File: src/rtl/mem_access_unit_pkg.sv
// Shared types, constants and lane helpers for the MEM-stage access unit.
package mem_access_unit_pkg;

  localparam int          LENGTH         = 32;
  localparam logic [31:0] INITIAL_VAL_32 = 32'h0000_0000;

  // Access size codes as carried on mem_size; 11 is treated as a word.
  typedef enum logic [1:0] {
    SIZE_BYTE = 2'b00,
    SIZE_HALF = 2'b01,
    SIZE_WORD = 2'b10,
    SIZE_ILL  = 2'b11
  } mem_size_e;

  typedef enum logic [1:0] {
    MEM_IDLE = 2'b00,
    MEM_BUSY = 2'b01,
    MEM_DONE = 2'b10
  } mem_state_e;

  // Half needs an even address, word (and the illegal code) needs 4-byte alignment.
  function automatic logic is_misaligned(input logic [1:0] size, input logic [1:0] off);
    case (size)
      SIZE_BYTE: return 1'b0;
      SIZE_HALF: return off[0];
      default:   return off != 2'b00;
    endcase
  endfunction

  // Little-endian byte enables for the addressed lane(s).
  function automatic logic [3:0] lane_be(input logic [1:0] size, input logic [1:0] off);
    case (size)
      SIZE_BYTE: return 4'b0001 << off;
      SIZE_HALF: return off[1] ? 4'b1100 : 4'b0011;
      default:   return 4'b1111;
    endcase
  endfunction

  // Replicate the store datum across every lane so the slave can pick by byte enable.
  function automatic logic [31:0] lane_wdata(input logic [1:0] size, input logic [31:0] wd);
    case (size)
      SIZE_BYTE: return {4{wd[7:0]}};
      SIZE_HALF: return {2{wd[15:0]}};
      default:   return wd;
    endcase
  endfunction

endpackage

File: src/rtl/mem_access_unit_load_align.sv
// Picks the addressed byte/half out of a bus word and sign- or zero-extends it.
module mem_access_unit_load_align
  import mem_access_unit_pkg::*;
(
  input  logic [LENGTH-1:0] rdata_i,
  input  logic [1:0]        off_i,
  input  logic [1:0]        size_i,
  input  logic              uns_i,
  output logic [LENGTH-1:0] data_o
);

  logic [LENGTH-1:0] shifted;
  logic [7:0]        byte_v;
  logic [15:0]       half_v;

  // Lane select then extension; the illegal size code behaves as a word.
  always_comb begin
    shifted = rdata_i >> {off_i, 3'b000};
    byte_v  = shifted[7:0];
    half_v  = off_i[1] ? rdata_i[31:16] : rdata_i[15:0];
    case (size_i)
      SIZE_BYTE: data_o = {{24{~uns_i & byte_v[7]}}, byte_v};
      SIZE_HALF: data_o = {{16{~uns_i & half_v[15]}}, half_v};
      default:   data_o = rdata_i;
    endcase
  end

endmodule

File: src/rtl/mem_access_unit.sv
// MEM-stage data memory access unit: issues req/ack bus transactions,
// stalls the pipeline while one is outstanding, flags misaligned accesses.
module mem_access_unit
  import mem_access_unit_pkg::*;
#(
  parameter int DATA_W = 32,
  parameter int ADDR_W = 32
) (
  input  logic              clk,
  input  logic              rst,
  input  logic              mem_read,
  input  logic              mem_write,
  input  logic [1:0]        mem_size,
  input  logic              mem_unsigned,
  input  logic [ADDR_W-1:0] addr,
  input  logic [DATA_W-1:0] wdata,
  output logic [DATA_W-1:0] read_data,
  output logic              stall,
  output logic              misalign,
  output logic              bus_req,
  output logic              bus_we,
  output logic [ADDR_W-1:0] bus_addr,
  output logic [3:0]        bus_be,
  output logic [DATA_W-1:0] bus_wdata,
  input  logic [DATA_W-1:0] bus_rdata,
  input  logic              bus_ack
);

  mem_state_e        state_q, state_d;
  logic              issue, mis_det, acc;
  logic              bus_req_q, bus_we_q, misalign_q;
  logic [ADDR_W-1:0] bus_addr_q;
  logic [3:0]        bus_be_q;
  logic [DATA_W-1:0] bus_wdata_q, read_data_q, aligned;
  logic [1:0]        off_q, size_q;
  logic              uns_q;

  assign acc = mem_read | mem_write;

  // State register.
  always_ff @(posedge clk) begin
    if (rst) state_q <= MEM_IDLE;
    else     state_q <= state_d;
  end

  // Next state, stall and issue/misalign decode; DONE always falls back to IDLE
  // so the held EX/MEM instruction is never issued twice.
  always_comb begin
    state_d = state_q;
    stall   = 1'b0;
    issue   = 1'b0;
    mis_det = 1'b0;
    case (state_q)
      MEM_IDLE: begin
        if (acc) begin
          if (is_misaligned(mem_size, addr[1:0])) begin
            mis_det = 1'b1;
          end else begin
            issue   = 1'b1;
            stall   = 1'b1;
            state_d = MEM_BUSY;
          end
        end
      end
      MEM_BUSY: begin
        stall = 1'b1;
        if (bus_ack) state_d = MEM_DONE;
      end
      MEM_DONE: state_d = MEM_IDLE;
      default:  state_d = MEM_IDLE;
    endcase
  end

  mem_access_unit_load_align u_align (
    .rdata_i (bus_rdata),
    .off_i   (off_q),
    .size_i  (size_q),
    .uns_i   (uns_q),
    .data_o  (aligned)
  );

  // Bus request registers, captured load attributes and the load result.
  always_ff @(posedge clk) begin
    if (rst) begin
      bus_req_q   <= 1'b0;
      bus_we_q    <= 1'b0;
      bus_addr_q  <= '0;
      bus_be_q    <= 4'b0000;
      bus_wdata_q <= INITIAL_VAL_32;
      read_data_q <= INITIAL_VAL_32;
      misalign_q  <= 1'b0;
      off_q       <= 2'b00;
      size_q      <= 2'b00;
      uns_q       <= 1'b0;
    end else begin
      misalign_q <= mis_det;
      if (issue) begin
        bus_req_q   <= 1'b1;
        bus_we_q    <= mem_write;
        bus_addr_q  <= {addr[ADDR_W-1:2], 2'b00};
        bus_be_q    <= lane_be(mem_size, addr[1:0]);
        bus_wdata_q <= lane_wdata(mem_size, wdata);
        off_q       <= addr[1:0];
        size_q      <= mem_size;
        uns_q       <= mem_unsigned;
      end
      if (state_q == MEM_BUSY && bus_ack) begin
        bus_req_q <= 1'b0;
        if (!bus_we_q) read_data_q <= aligned;
      end
      if (mis_det) read_data_q <= INITIAL_VAL_32;
    end
  end

  assign bus_req   = bus_req_q;
  assign bus_we    = bus_we_q;
  assign bus_addr  = bus_addr_q;
  assign bus_be    = bus_be_q;
  assign bus_wdata = bus_wdata_q;
  assign read_data = read_data_q;
  assign misalign  = misalign_q;

endmodule

File: config.mk
export PLATFORM = sky130hd
export DESIGN_NAME = mem_access_unit
export DESIGN_NICKNAME = d
export VERILOG_FILES = /design/src/rtl/mem_access_unit_pkg.sv /design/src/rtl/mem_access_unit_load_align.sv /design/src/rtl/mem_access_unit.sv
export SDC_FILE = /design/constraint.sdc
export NUM_CORES = 1
export LEC_CHECK = 0
export ABC_AREA = 1
export CAP_MARGIN = 15
export CORE_MARGIN = 3
export CORE_UTILIZATION = 40
export DETAILED_ROUTE_END_ITERATION = 8
export GPL_TIMING_DRIVEN = 0
export HOLD_SLACK_MARGIN = 0.12
export PLACE_DENSITY = 0.77
export SYNTH_ARGS = -nofsm -noshare
export SYNTH_HDL_FRONTEND = slang
export SYNTH_SLANG_ARGS = --single-unit
File: constraint.sdc
create_clock -name clk -period 2.9 [get_ports clk]
set_input_delay 0.58 -clock clk [delete_from_list [all_inputs] [get_ports clk]]
set_output_delay 0.58 -clock clk [all_outputs]
set_load 0.05 [all_outputs]
==> results of run 1 <==
==> where the power goes <==
| part | switching, mW | leakage (nW) | internal [mW] | total [mW] |
|---|---|---|---|---|
| clock network | 0.625 | 0.145 | 0.609 | 1.23 |
| registers | 0.0623 | 0.886 | 1.60 | 1.66 |
| logic | 0.829 | 1.92 | 0.465 | 1.29 |
| total | 1.52 | 2.95 | 2.68 | 4.19 |
==> metal layers <==
metal / share of wire / vias to the layer above / GRT usage
met4: 0.015 / 0 / 0.0625
met2: 0.45 / 253 / 0.388
met1: 0.42 / 2342 / 0.302
met5: 0 / - / 0
met3: 0.12 / 18 / 0.0973
li1: - / 2609 / -
==> layout make-up <==
class / instances / area (µm²)
inverters: 22 / 85.1
multi-input cells: 492 / 2220
clock buffers: 9 / 225
clock inverters: 7 / 66.3
flip-flops and latches: 108 / 2160
plain buffers: 46 / 248
well taps: 143 / 179
fillers: 1036 / 4230
repair buffers: 205 / 2050
==> worst min-delay path, stage by stage, from the launching register on <==
cell     delay [ns]
dfxtp_1        0.31
nand2_1        0.06
a21oi_1        0.05
==> metrics by stage <==
step	cell area (µm²)	instances	util	setup WS (ns)	power (mW)
finish	7240	1032	0.631	0.0850	4.19
global placement	6940	1016	0.605	-0.626	2.98
CTS	7230	1031	0.630	0.0214	4.22
global route	7240	1032	0.631	0.0101	4.38
detailed placement	6940	1016	0.605	-0.617	2.98
floorplan	4720	669	-	0.762	2.48
==> cell usage in the layout, fill, tap and decap left out, drive strengths merged <==
| master | synthesis | layout |
|---|---|---|
| clkdlybuf4s50 | 0 | 203 |
| nand2 | 169 | 169 |
| dfxtp | 108 | 108 |
| nor2 | 102 | 102 |
| a21oi | 91 | 91 |
| o21ai | 74 | 74 |
| buf | 30 | 30 |
| nand3 | 27 | 27 |
| inv | 22 | 27 |
| clkbuf | 17 | 26 |
| o211ai | 9 | 9 |
| or2 | 8 | 8 |
| nand4 | 7 | 7 |
| conb | 1 | 2 |
| clkinv | 0 | 2 |
| nor3 | 1 | 1 |
| nor2b | 1 | 1 |
| a211oi | 1 | 1 |
| clkdlybuf4s15 | 0 | 1 |
==> logic make-up after synthesis <==
group | after synthesis | synth area share
DFF | 108 | 0.459
other | 1 | 0.000796
buffers and inverters | 69 | 0.0711
and+or+nand+nor | 315 | 0.274
AOI/OAI and AO/OA | 175 | 0.195
==> repair_timing <==
item,CTS,global route
setup buffers,0,1
pin swaps,1,1
resized for setup,4,0
endpoints found under the setup margin,1,1
cloned,0,0
==> registers in the layout (all words and copies together) (netlist names), 2 cells and up <==
register   count
bus_be         4
bus_addr      30
bus_wdata     32
off_q          2
state_q        2
read_data     32
size_q         2
==> how the worst max path moves through the flow <==
stage	startpoint	to	slack, ns	cells after the start
3_5_place_dp	mem_size[1]	stall	-0.62	8
3_3_place_gp	mem_size[1]	stall	-0.63	8
2_1_floorplan	mem_size[1]	stall	0.76	6
6_report	mem_size[1]	stall	0.08	7
5_1_grt	mem_size[1]	stall	0.01	7
4_1_cts	mem_size[1]	stall	0.02	7
==> out/metrics.yaml, run 1 <==
h-tree-depth: 3
synth_edf_count: 0
drv_cap: 0
netlist_area_um2: 4710
synth.area.top_cells: "dfxtp_1 (46%), nand2_1 (13%), a21oi_1 (9.3%), nor2_1 (7.6%), o21ai_0 (6.4%)"
p_per_area_nw_per_um2: 579
grt_max_degree: 21
fmax_mhz: 355
ant_nets: 0
chipHeight_um: 115
n_antenna_cell: 0
track_usage: 0.242
status: "completed"
worstPathMaxFanout: 17
grt_pass1_wl_um: 25000
hpwlAfterDp_um: 11900
drive_gt1_frac: 0.0754
hold_end: "bus_wdata[20]"
setup_violations: 0
synth_seq_cells: 108
synth.avg_cell_area_um2: 7.06
min_from: "bus_wdata[20]"
skew_ns: 0.00688
clk_latency_ns: 0.36
vias: 5222
timing.rr.end: "read_data[21]"
ys_types: 26
layout.nets: 988
setup_tns_ns: 0
route.detailed.drc: 0
cts_hold_buf: 0
fin_crit_sh: 0.971
worst_setup_path_end_kind: "output port"
cp_cell_sequence: "clkdlybuf4s50_1, nand2_1, a21oi_4, nor2_4, inv_4, nand2_1, clkdlybuf4s15_2"
worst_slew_pin_slew_ns: 0.665
path_clk_slew_ns: 0.08
cpMostUsedCell: "nand2_1"
synth_ff_type: "dfxtp_1"
cp_top_family: "buffers and inverters"
ys_warn_count: 0
cts_tree: "built"
start_kind: "input pin"
seq_area_frac_synth: 0.459
vias_per_cell: 5.06
hold_slack_ns: 0.467
synth_most_common_cell: "nand2_1"
async_reset_ff_frac: 0
synth_common_cells: "nand2_1 (167), dfxtp_1 (108), nor2_1 (96)"
peakVddDrop_mv: 0.351
io_buffers: 204
worstPathArrival_ns: 2.24
hold_viol_final: 0
drt_iter0_drc: 457
synth_top_area_share: 0.459
rsz0062_at_grt: "false"
path_buf_inv: 3
grt_pass1_vias: 4947
dr.pass1.iters: 5
ff2ff_path_depth: 8
overflow: 0
fp.dieW_um: 115
rrSetupSlack_ns: 1.31
reg2reg_from: "state_q[0]"
syn-instance-count: 668
drt-wirelength-per-cell_um: 15.6
place.gp.congestion: 0.927
cp_data_required_time_ns: 2.32
max_stage_delay_ns: 0.61
die_area_um2: 13100
antenna_found_initial: 0
cts_root_buffer: "clkbuf_16"
clkSinkCount: 108
cts_max_path_buffers: 2
p_leak_nw: 2.95
ioPinCount: 208
initial_core_util: 0.411
numCtsBuffers: 9
core-area_um2: 11500
slew_violations: 0
holdPathStages: 2
wl_um: 16100
slew_headroom: 0.557
synthToLayoutAreaGrowth_pct: 53.5
placementRows: 39
setup.worst_path.class: "in -> out"
worst_path_max_delay_cell: "clkdlybuf4s50_1"
hold_class: "reg -> reg"
period_minus_slack_ns: 2.82
synth_top_area_cell: "dfxtp_1"
No activity file was read; power rests on OpenSTA's default activity.
==> inputs of run 2 (changes only) <==
Settings changed: CTS_BUF_LIST set to sky130_fd_sc_hd__clkbuf_4 sky130_fd_sc_hd__clkbuf_8 sky130_fd_sc_hd__clkbuf_16.
==> results of run 2 <==
No change in the layout: final DEF, timing and power equal those of run 1.
